`src/rtl/bec_wb_loader_pkg.sv`:
```
// Shared constants for the BEC Wishbone loader: widths, register map, slot ids and FSM states.
package bec_pkg;

  localparam int BEC_DATA_W = 163;
  localparam int BEC_NWORDS = (BEC_DATA_W + 31) / 32;

  // Byte offsets within the 256-byte window
  localparam logic [7:0] OFF_CTRL = 8'h00;
  localparam logic [7:0] OFF_STAT = 8'h04;
  localparam logic [7:0] OFF_OP0  = 8'h10;
  localparam logic [7:0] OFF_RES0 = 8'h30;

  // Same offsets as word indices (offset[7:2])
  localparam logic [5:0] WIDX_CTRL = 6'd0;
  localparam logic [5:0] WIDX_STAT = 6'd1;
  localparam logic [5:0] WIDX_OP0  = 6'd4;
  localparam logic [5:0] WIDX_RES0 = 6'd12;

  localparam logic [2:0] SLOT_X   = 3'd0;
  localparam logic [2:0] SLOT_Y   = 3'd1;
  localparam logic [2:0] SLOT_D   = 3'd2;
  localparam logic [2:0] SLOT_W   = 3'd3;
  localparam logic [2:0] SLOT_KEY = 3'd4;

  typedef logic [1:0] state_t;
  localparam state_t ST_IDLE = 2'd0;
  localparam state_t ST_LOAD = 2'd1;
  localparam state_t ST_RUN  = 2'd2;
  localparam state_t ST_CAPT = 2'd3;

endpackage

```
`src/rtl/bec_wb_loader_if.sv`:
```
// Wishbone slave bus bundle for the BEC loader.
// Handshake: a transfer is requested while stb&cyc are high; the slave raises ack for
// exactly one cycle, one cycle after the request, and read data is valid with that ack.
interface bec_wb_loader_if;
  logic        wbs_stb_i;
  logic        wbs_cyc_i;
  logic        wbs_we_i;
  logic [3:0]  wbs_sel_i;
  logic [31:0] wbs_adr_i;
  logic [31:0] wbs_dat_i;
  logic        wbs_ack_o;
  logic [31:0] wbs_dat_o;

  modport master (
    output wbs_stb_i, wbs_cyc_i, wbs_we_i, wbs_sel_i, wbs_adr_i, wbs_dat_i,
    input  wbs_ack_o, wbs_dat_o
  );

  modport slave (
    input  wbs_stb_i, wbs_cyc_i, wbs_we_i, wbs_sel_i, wbs_adr_i, wbs_dat_i,
    output wbs_ack_o, wbs_dat_o
  );
endinterface

```
`src/rtl/bec_wb_loader_regs.sv`:
```
// Bus decode, ack generation and the OP/RES word buffers of the BEC loader.
// Writes take effect in the ack cycle, using the request captured when ack was raised.
module bec_wb_regs
  import bec_pkg::*;
#(
  parameter logic [31:0] BASE_ADDR = 32'h3000_0000,
  parameter int          DATA_W    = BEC_DATA_W
) (
  input  logic              clk,
  input  logic              rst,
  bec_wb_loader_if.slave    wb,
  input  logic              busy_i,
  input  logic [31:0]       stat_i,
  input  logic              res_we_i,
  input  logic [DATA_W-1:0] res_i,
  output logic [DATA_W-1:0] op_o,
  output logic              ctrl_wr_o,
  output logic [31:0]       ctrl_dat_o,
  output logic [3:0]        ctrl_sel_o,
  output logic              op_rej_o
);

  localparam int NW = (DATA_W + 31) / 32;

  logic              ack_q, ack_d;
  logic [31:0]       dat_o_q, dat_o_d;
  logic              wr_q, wr_d;
  logic [5:0]        widx_q, widx_d;
  logic [31:0]       wdat_q, wdat_d;
  logic [3:0]        wsel_q, wsel_d;
  logic [DATA_W-1:0] op_q, op_d;
  logic [DATA_W-1:0] res_q, res_d;

  logic              hit;
  logic [5:0]        ridx;
  logic [NW*32-1:0]  op_pad, res_pad, op_pad_d;
  logic              unused_bits;

  assign unused_bits = ^{op_pad_d[NW*32-1:DATA_W], wb.wbs_adr_i[1:0]};

  always_comb begin
    hit    = wb.wbs_stb_i & wb.wbs_cyc_i & (wb.wbs_adr_i[31:8] == BASE_ADDR[31:8]);
    // The ~ack_q term forces one idle cycle between back-to-back acks
    ack_d  = hit & ~ack_q;
    wr_d   = ack_d & wb.wbs_we_i;
    widx_d = wb.wbs_adr_i[7:2];
    wdat_d = wb.wbs_dat_i;
    wsel_d = wb.wbs_sel_i;
    ridx   = wb.wbs_adr_i[7:2];

    op_pad  = '0;
    res_pad = '0;
    op_pad[DATA_W-1:0]  = op_q;
    res_pad[DATA_W-1:0] = res_q;

    dat_o_d = '0;
    if (ack_d && !wb.wbs_we_i) begin
      if (ridx == WIDX_STAT) dat_o_d = stat_i;
      for (int k = 0; k < NW; k++) begin
        if (ridx == 6'(WIDX_OP0 + k))  dat_o_d = op_pad[k*32 +: 32];
        if (ridx == 6'(WIDX_RES0 + k)) dat_o_d = res_pad[k*32 +: 32];
      end
    end

    op_pad_d  = op_pad;
    op_rej_o  = 1'b0;
    ctrl_wr_o = wr_q && (widx_q == WIDX_CTRL);
    for (int k = 0; k < NW; k++) begin
      if (wr_q && (widx_q == 6'(WIDX_OP0 + k))) begin
        if (busy_i) begin
          op_rej_o = 1'b1;
        end else begin
          for (int b = 0; b < 4; b++) begin
            if (wsel_q[b]) op_pad_d[k*32 + b*8 +: 8] = wdat_q[b*8 +: 8];
          end
        end
      end
    end
    // Bits above DATA_W in the last word are never stored, so they read back as 0
    op_d  = op_pad_d[DATA_W-1:0];
    res_d = res_we_i ? res_i : res_q;
  end

  always_ff @(posedge clk) begin
    if (rst) begin
      ack_q   <= 1'b0;
      dat_o_q <= '0;
      wr_q    <= 1'b0;
      widx_q  <= '0;
      wdat_q  <= '0;
      wsel_q  <= '0;
      op_q    <= '0;
      res_q   <= '0;
    end else begin
      ack_q   <= ack_d;
      dat_o_q <= dat_o_d;
      wr_q    <= wr_d;
      widx_q  <= widx_d;
      wdat_q  <= wdat_d;
      wsel_q  <= wsel_d;
      op_q    <= op_d;
      res_q   <= res_d;
    end
  end

  assign wb.wbs_ack_o = ack_q;
  assign wb.wbs_dat_o = dat_o_q;
  assign op_o         = op_q;
  assign ctrl_dat_o   = wdat_q;
  assign ctrl_sel_o   = wsel_q;

endmodule

```
`src/rtl/bec_wb_loader.sv`:
```
// Wishbone front end for the BEC core: operand load sequencing, run control with timeout,
// result capture and done interrupt.
module bec_wb_loader
  import bec_pkg::*;
#(
  parameter logic [31:0] BASE_ADDR = 32'h3000_0000,
  parameter int          DATA_W    = BEC_DATA_W,
  parameter int          TMO_W     = 24
) (
  input  logic              wb_clk_i,
  input  logic              wb_rst_i,
  bec_wb_loader_if.slave    wb,
  output logic [DATA_W-1:0] core_data_o,
  output logic [2:0]        core_slot_o,
  output logic              core_load_o,
  output logic              core_ena_o,
  input  logic              core_done_i,
  input  logic [DATA_W-1:0] core_res_i,
  input  logic [3:0]        core_stat_i,
  output logic              irq_o
);

  state_t           state_q, state_d;
  logic             done_q, done_d;
  logic             tmo_q, tmo_d;
  logic             rej_q, rej_d;
  logic             irq_en_q, irq_en_d;
  logic [2:0]       slot_q, slot_d;
  logic [TMO_W-1:0] cnt_q, cnt_d;

  logic             busy, res_we;
  logic             ctrl_wr, op_rej;
  logic [31:0]      ctrl_dat, stat_word;
  logic [3:0]       ctrl_sel;
  logic             load_req, start_req, clear_req;
  logic             unused_ctrl;

  assign busy        = (state_q != ST_IDLE);
  assign stat_word   = {21'd0, 1'b0, state_q, core_stat_i, rej_q, tmo_q, done_q, busy};
  assign unused_ctrl = ^{ctrl_dat[31:9], ctrl_dat[7], ctrl_dat[3], ctrl_sel[3:2]};

  bec_wb_regs #(
    .BASE_ADDR (BASE_ADDR),
    .DATA_W    (DATA_W)
  ) u_regs (
    .clk        (wb_clk_i),
    .rst        (wb_rst_i),
    .wb         (wb),
    .busy_i     (busy),
    .stat_i     (stat_word),
    .res_we_i   (res_we),
    .res_i      (core_res_i),
    .op_o       (core_data_o),
    .ctrl_wr_o  (ctrl_wr),
    .ctrl_dat_o (ctrl_dat),
    .ctrl_sel_o (ctrl_sel),
    .op_rej_o   (op_rej)
  );

  always_comb begin
    load_req  = ctrl_wr & ctrl_sel[0] & ctrl_dat[0];
    start_req = ctrl_wr & ctrl_sel[0] & ctrl_dat[1];
    clear_req = ctrl_wr & ctrl_sel[0] & ctrl_dat[2];

    state_d  = state_q;
    done_d   = done_q;
    tmo_d    = tmo_q;
    rej_d    = rej_q;
    irq_en_d = irq_en_q;
    slot_d   = slot_q;
    cnt_d    = cnt_q;
    res_we   = 1'b0;

    if (ctrl_wr && ctrl_sel[1]) irq_en_d = ctrl_dat[8];

    if (clear_req) begin
      state_d = ST_IDLE;
      done_d  = 1'b0;
      tmo_d   = 1'b0;
      rej_d   = 1'b0;
    end else begin
      if (op_rej) rej_d = 1'b1;
      if (busy && (load_req || start_req)) rej_d = 1'b1;
      case (state_q)
        ST_IDLE: begin
          if (load_req) begin
            state_d = ST_LOAD;
            slot_d  = ctrl_dat[6:4];
            if (start_req) rej_d = 1'b1;
          end else if (start_req) begin
            state_d = ST_RUN;
            done_d  = 1'b0;
            tmo_d   = 1'b0;
            cnt_d   = '0;
          end
        end
        ST_LOAD: state_d = ST_IDLE;
        ST_RUN: begin
          if (core_done_i) begin
            state_d = ST_CAPT;
          end else begin
            cnt_d = cnt_q + TMO_W'(1);
            if (&cnt_d) begin
              tmo_d   = 1'b1;
              state_d = ST_IDLE;
            end
          end
        end
        ST_CAPT: begin
          res_we  = 1'b1;
          done_d  = 1'b1;
          state_d = ST_IDLE;
        end
        default: state_d = ST_IDLE;
      endcase
    end
  end

  always_ff @(posedge wb_clk_i) begin
    if (wb_rst_i) begin
      state_q  <= ST_IDLE;
      done_q   <= 1'b0;
      tmo_q    <= 1'b0;
      rej_q    <= 1'b0;
      irq_en_q <= 1'b0;
      slot_q   <= '0;
      cnt_q    <= '0;
    end else begin
      state_q  <= state_d;
      done_q   <= done_d;
      tmo_q    <= tmo_d;
      rej_q    <= rej_d;
      irq_en_q <= irq_en_d;
      slot_q   <= slot_d;
      cnt_q    <= cnt_d;
    end
  end

  assign core_load_o = (state_q == ST_LOAD);
  assign core_ena_o  = (state_q == ST_RUN);
  assign core_slot_o = slot_q;
  assign irq_o       = done_q & irq_en_q;

endmodule
```
`src/flat_wrapper.sv`:
```
// flat-port wrapper written by rule: the top's interface ports become plain ports
module bec_wb_loader_flat import bec_pkg::*;
#(
  parameter logic [31:0] BASE_ADDR = 32'h3000_0000,
  parameter int          DATA_W    = BEC_DATA_W,
  parameter int          TMO_W     = 24
)
  (wb_clk_i, wb_rst_i, core_data_o, core_slot_o, core_load_o, core_ena_o, core_done_i, core_res_i, core_stat_i, irq_o, wb_wbs_stb_i, wb_wbs_cyc_i, wb_wbs_we_i, wb_wbs_sel_i, wb_wbs_adr_i, wb_wbs_dat_i, wb_wbs_ack_o, wb_wbs_dat_o);
  bec_wb_loader_if wb_i ();
  input  logic wb_clk_i;
  input  logic wb_rst_i;
  output logic [DATA_W-1:0] core_data_o;
  output logic [2:0] core_slot_o;
  output logic core_load_o;
  output logic core_ena_o;
  input  logic core_done_i;
  input  logic [DATA_W-1:0] core_res_i;
  input  logic [3:0] core_stat_i;
  output logic irq_o;
  input wire logic [$bits(wb_i.wbs_stb_i)-1:0] wb_wbs_stb_i;
  input wire logic [$bits(wb_i.wbs_cyc_i)-1:0] wb_wbs_cyc_i;
  input wire logic [$bits(wb_i.wbs_we_i)-1:0] wb_wbs_we_i;
  input wire logic [$bits(wb_i.wbs_sel_i)-1:0] wb_wbs_sel_i;
  input wire logic [$bits(wb_i.wbs_adr_i)-1:0] wb_wbs_adr_i;
  input wire logic [$bits(wb_i.wbs_dat_i)-1:0] wb_wbs_dat_i;
  output wire logic [$bits(wb_i.wbs_ack_o)-1:0] wb_wbs_ack_o;
  output wire logic [$bits(wb_i.wbs_dat_o)-1:0] wb_wbs_dat_o;
  assign wb_i.wbs_stb_i = wb_wbs_stb_i;
  assign wb_i.wbs_cyc_i = wb_wbs_cyc_i;
  assign wb_i.wbs_we_i = wb_wbs_we_i;
  assign wb_i.wbs_sel_i = wb_wbs_sel_i;
  assign wb_i.wbs_adr_i = wb_wbs_adr_i;
  assign wb_i.wbs_dat_i = wb_wbs_dat_i;
  assign wb_wbs_ack_o = wb_i.wbs_ack_o;
  assign wb_wbs_dat_o = wb_i.wbs_dat_o;
  bec_wb_loader #(.BASE_ADDR(BASE_ADDR), .DATA_W(DATA_W), .TMO_W(TMO_W)) u_core (.wb_clk_i(wb_clk_i), .wb_rst_i(wb_rst_i), .wb(wb_i), .core_data_o(core_data_o), .core_slot_o(core_slot_o), .core_load_o(core_load_o), .core_ena_o(core_ena_o), .core_done_i(core_done_i), .core_res_i(core_res_i), .core_stat_i(core_stat_i), .irq_o(irq_o));
endmodule
```
`config.mk`:
```
export PLATFORM = sky130hd
export DESIGN_NAME = bec_wb_loader_flat
export DESIGN_NICKNAME = d
export VERILOG_FILES = /design/src/rtl/bec_wb_loader_pkg.sv /design/src/rtl/bec_wb_loader_if.sv /design/src/rtl/bec_wb_loader_regs.sv /design/src/rtl/bec_wb_loader.sv /design/src/flat_wrapper.sv
export SDC_FILE = /design/constraint.sdc
export NUM_CORES = 1
export LEC_CHECK = 0
export ABC_AREA = 1
export CORE_MARGIN = 8
export CORE_UTILIZATION = 40
export DETAILED_ROUTE_END_ITERATION = 10
export MAX_ROUTING_LAYER = met4
export PLACE_DENSITY = 0.68
export SLEW_MARGIN = 30
export SYNTH_ARGS = -nofsm -noshare
export SYNTH_HDL_FRONTEND = slang
export SYNTH_SLANG_ARGS = --single-unit
```
`constraint.sdc`:
```
create_clock -name wb_clk_i -period 4.72 [get_ports wb_clk_i]
set_clock_uncertainty 0.2 [all_clocks]
set_input_delay 0.944 -clock wb_clk_i [delete_from_list [all_inputs] [get_ports wb_clk_i]]
set_output_delay 0.944 -clock wb_clk_i [all_outputs]
set_load 0.01 [all_outputs]
```
# Yosys cells after proc, flatten, opt, wreduce, memory -nomap -nowiden
# Index checks and enable logic that the tools add are counted.
# Widths: inputs -> output; s select.
# classes
add_sub_neg	1
eq_ne	29
n_mux	47
bitwise_logic	13
reduce_logical	48
# op_table
op	n
$mux 32	10
$mux 24	3
$reduce_and 3->1	23
$eq 6x3->1 const B	8
$eq 6x4->1 const B	8
$pmux 24 s2	1
$add 24x1->24 const B	1
$eq 24x22->1 const B	1
$reduce_and 24->1	1
$mux 1	23
$eq 6x5->1 const B	2
$logic_and 1x1->1	10
$mux 10	1
$reduce_and 5->1	2
$and 1x1->1	9
$mux 2	4
$eq 6x1->1 const B	1
$logic_not 6->1	1
$mux 3	2
$ne 3x1->1 const B	2
$pmux 2 s3	1
$reduce_bool 2->1	3
$reduce_or 2->1	3
$eq 2x2->1 const B	2
other kinds (10)	16
# totals
ff_bits	435
in_bits	241
output_inout_bits	202
word_cells	174

# Logic depth before layout (Yosys ltp)
# depth
ltp_word	18
depth_mapped	15
ltp_nobuf	14

# By module
# A second synthesis with hierarchy kept.
# hier_totals
cells_unflattened	2652
hier_area_um2	18607.8
# by_module_without_submodules
module	n_inst	cells_per_inst	area_each_um2	seq_area_each_um2
bec_wb_regs	1	2299	16470.8	8047.7
bec_wb_loader	1	353	2137.0	660.6

# Worst setup path before layout
# OpenSTA, ideal clock, no wires.
# synth_path
path_type	in2reg
startpoint	input port wb_wbs_adr_i[6]
endpoint	register u_core.u_regs.dat_o_q[23], in the netlist u_core.u_regs.wb.wbs_dat_o[23]
setup_ps	117
t_arrival_ps	2092
required_time_ps	4403
path_slack_ps	2311
path_stages	10
n_path_buf	2
cell_sequence	nor2_4 > nand2_1 > nor2_4 > inv_2 > buf_2 > buf_2 > o21ai_0 > nand4_1 > nor2_1 > nor2_1
# synth_via
elab_chain_cells	11
elab_cells_between_ends	23
cone_classes	eq/ne: 12; mux: 10; reduce/logical: 1
# synth_rtl
item	line	source
start: declaration	flat_wrapper.sv:24	input wire logic [$bits(wb_i.wbs_adr_i)-1:0] wb_wbs_adr_i;
$eq 6x3->1	bec_wb_loader_regs.sv:60	if (ridx == 6'(WIDX_OP0 + k)) dat_o_d = op_pad[k*32 +: 32];
$mux 32	bec_wb_loader_regs.sv:60	
$mux 32	bec_wb_loader_regs.sv:61	if (ridx == 6'(WIDX_RES0 + k)) dat_o_d = res_pad[k*32 +: 32];
$mux 32	bec_wb_loader_regs.sv:60	
$mux 32	bec_wb_loader_regs.sv:61	
$mux 32	bec_wb_loader_regs.sv:60	
$mux 32	bec_wb_loader_regs.sv:61	
$mux 32	bec_wb_loader_regs.sv:60	
$mux 32	bec_wb_loader_regs.sv:61	
$mux 32	bec_wb_loader_regs.sv:60	
$mux 32	bec_wb_loader_regs.sv:61	
end signal: assignment	bec_wb_loader_regs.sv:96	dat_o_q <= dat_o_d;
end: declaration	bec_wb_loader_regs.sv:26	logic [31:0] dat_o_q, dat_o_d;
# Parallel ways exist; a longest one is shown, timed or not.
# A chain may end at the register's enable or synchronous reset.

# Worst setup path after layout
# layout_path
startpoint	input port wb_wbs_adr_i[4]
endpoint	register u_core.u_regs.dat_o_q[10], in the netlist u_core.u_regs.wb.wbs_dat_o[10]
# Same word-level chain as after synthesis.

==> results.ini <==
[critical_path]
crit_start = wb_wbs_adr_i[4]
crit_cells = 14
critPathSlowestCell = inv_1
worstRegToRegCells = 9
worst_ep_required_time_ps = 5050
r2r_end = u_core.u_regs.res_q[97]$_SDFFE_PP0P_
arrival_ps = 3790
path_max_fanout = 20
criticalPathCategory = input port to flop
endpoint = u_core.u_regs.wb.wbs_dat_o[10]$_SDFF_PP0_
cp_top_family = buffers and inverters
worstReg2RegStart = u_core.u_regs.wr_q$_SDFF_PP0_
cp_num_buf_inv = 5
reg2reg_setup_slack_ps = 1520
start_kind = input port
cp-end-kind = flop
path_cells = clkdlybuf4s50_1 > inv_1 > nor2_1 > nand3_2 > inv_1 > buf_4 > nand2_1 > nand2_1 > a21oi_1 > o2111ai_1 > o21ai_1 > nand4_1 > nand2_1 > inv_1
slowest_delay_ps = 780

[synth]
post_synth_main_area_contributors = dfxtp_1 (47%), nor2_1 (11%), nand2_1 (8.5%), o21ai_0 (7.7%), a21oi_1 (6.7%)
synth_top_area_share_pct = 47.26
synth_seq_cells = 435
ys.flop_type = dfxtp_1
synth.yosys.seq_area_share_pct = 47.26
synth_cells = 2564
synth_common_cells = nor2_1 (531), dfxtp_1 (435), nand2_1 (417), o21ai_0 (283), a21oi_1 (245)
yosys_warnings = 0
synth.net_count = 2807
async_reset_ff_share_pct = 0
syn_area_sq_um = 18430
synth_most_common_cell = nor2_1
yosys.area.top_type = dfxtp_1
syn_area_per_cell_sq_um = 7.186
synth_cell_types = 43
synth_edf_count = 0

[clock_tree]
cts_buffer_depth = 3
cts-buffers-inserted = 48
cts_hold_buf = 0
clk-insertion-delay-late_ps = 580
htreeDepth = 2
clock_sinks = 435
cts_tree = done
clk_pin_slew_ps = 60
post_cts_buffers = 0
post_cts_resized = 0
cts-root-buf = clkbuf_16

[timing]
tightest_slew_ps = 944.4
slew_headroom_pct = 37.04
max_freq_ghz = 0.2894
hold_viol_final = 0
setup-tns-final_ps = 0
setup_viol = 0
min_period_ps = 3456
rsz0062_at_grt = no
slew_viol_final = 0
fin_crit_sh_pct = 73.22

[pwr]
p_leak_nw = 9.217
peakVddDrop_mv = 0.2318
power.density_nw_per_um2 = 317.5
power_mw = 7.847

[hold_path]
hp-start = u_core.u_regs.res_q[85]$_SDFFE_PP0P_
hp-class = flop to flop

[place]
portBuffers = 440
hpwlAfterDp_um = 54590
place_congestion = 0.9048

[global_routing]
grt_pass1_vias = 18610
grt_max_degree = 114
grt_pass1_wl_um = 111100
antenna_found_initial = 5
overflow = 0
track_usage_pct = 27.39

[route]
num_vias = 18820
first_pass_iters = 6
vias_per_cell = 5.263
drcViolationCount = 0
routedWlPerCell_um = 20.74
ant_nets = 0
drt_iter0_drc = 1566
wl_um = 74150

[die]
coreArea_sq_um = 45380
dieArea_sq_um = 53190
die_y_um = 230.6
core.rowCount = 78
io_pins = 443
start_util_pct = 40.60
fp.dieW_um = 230.6

[run]
cap_violations = 0

[status]
status = complete, no violations

[cells_and_area]
drive_gt1_share_pct = 6.494
nNetsFinal = 3181
syn_to_final_growth_pct = 34.15

==> metal layers <==
layer	routed length, um	GRT usage [%]
met1	29300	30.94
met2	36030	46.10
met3	5776	6.659
met4	3051	11.46
met5	0	-
==> kinds of logic after synthesis <==
group,share of synthesized area [%]
simple gates,27.45
xor+xnor,0.1426
compound gates,16.97
fa+ha+maj,0.1358
buf+inv,8.040
flops,47.26
==> cells in the final DEF, fill, tap and decap left out, types with 6 or more instances in the layout <==
cell type        Yosys  final
clkinv_2             0      7
a21oi_1            245    245
nor3_1               6      6
nand4_1             40     40
nand3_1            123    123
o22ai_1             10     10
clkbuf_16            0     50
nor2_1             531    525
o2111ai_1           14     14
dfxtp_1            435    435
clkbuf_8             0     12
clkbuf_1            83     11
inv_2                8      7
nand2_1            417    417
clkdlybuf4s50_1      0    439
nor2_4               7      8
nand4_2             17     17
a21oi_2             18     18
nand2_2             10      9
nor2_2              14     19
buf_4                7     25
o21ai_0            283    283
o21ai_1              8      8
inv_1              198    197
==> through the flow <==
stage / util [%] / hold slack, ps / area (sq um) / worst slack, ps / instances
5_1_grt: 54.47 / 268.4 / 24720 / 1101 / 3576
3_5_place_dp: 51.01 / 246.5 / 23150 / 733.7 / 3488
4_1_cts: 54.44 / 256.3 / 24700 / 1291 / 3572
3_3_place_gp: 51.01 / 241.1 / 23150 / 791.1 / 3488
2_1_floorplan: - / 224.5 / 18430 / 2311 / 2564
6_report: 54.47 / 255.5 / 24720 / 1264 / 3576
==> report_power, final <==
part | leakage (nW) | internal (mW) | switching, mW
Sequential | 3.51 | 3.69 | 0.0402
Clock | 0.764 | 2.18 | 1.55
Combinational | 4.94 | 0.214 | 0.180
==> worst reg2reg max path, stage by stage (launching register included) <==
cell and delay (ps):
dfxtp_1 380, inv_2 90, nor3_2 140, nand3_2 170, nor3_1 210, inv_2 120, nand2_8 530, buf_4 790
o21ai_0 320, nor2_1 180
==> worst min-delay path by stage <==
stage | end | slack, ps | cells past startpoint
finish | u_core.u_regs.res_q[85]$_SDFFE_PP0P_ | 260 | 2
global route | u_core.u_regs.res_q[152]$_SDFFE_PP0P_ | 270 | 2
detailed placement | u_core.u_regs.res_q[133]$_SDFFE_PP0P_ | 250 | 2
floorplan | u_core.u_regs.res_q[20]$_SDFFE_PP0P_ | 220 | 2
global placement | u_core.u_regs.res_q[73]$_SDFFE_PP0P_ | 240 | 2
CTS | u_core.u_regs.res_q[86]$_SDFFE_PP0P_ | 260 | 2
==> cell type report <==
cell class                      count  area [sq um]
Clock buffer                       73          1458
Fill cell                        4382         20660
Tap cell                          600         750.7
Clock inverter                     11         96.34
Multi-Input combinational cell   1777          8269
Inverter                          210         803.3
Sequential cell                   435          8708
Timing Repair Buffer              466          4622
Antenna cell                        4         10.01
==> state kept, by name, summed over array words and instances, names as in the netlist <==
register	count
u_core.u_regs.res_q	163
u_core.state_q	2
u_core.u_regs.ctrl_dat_o	32
u_core.u_regs.wb.wbs_dat_o	32
u_core.cnt_q	24
u_core.u_regs.ctrl_sel_o	4
u_core.u_regs.op_o	163
u_core.u_regs.wr_q	1
u_core.irq_en_q	1
u_core.tmo_q	1
u_core.rej_q	1
u_core.u_regs.widx_q	6
u_core.done_q	1
u_core.core_slot_o	3
u_core.u_regs.wb.wbs_ack_o	1
(Power assumes the default switching activity.)
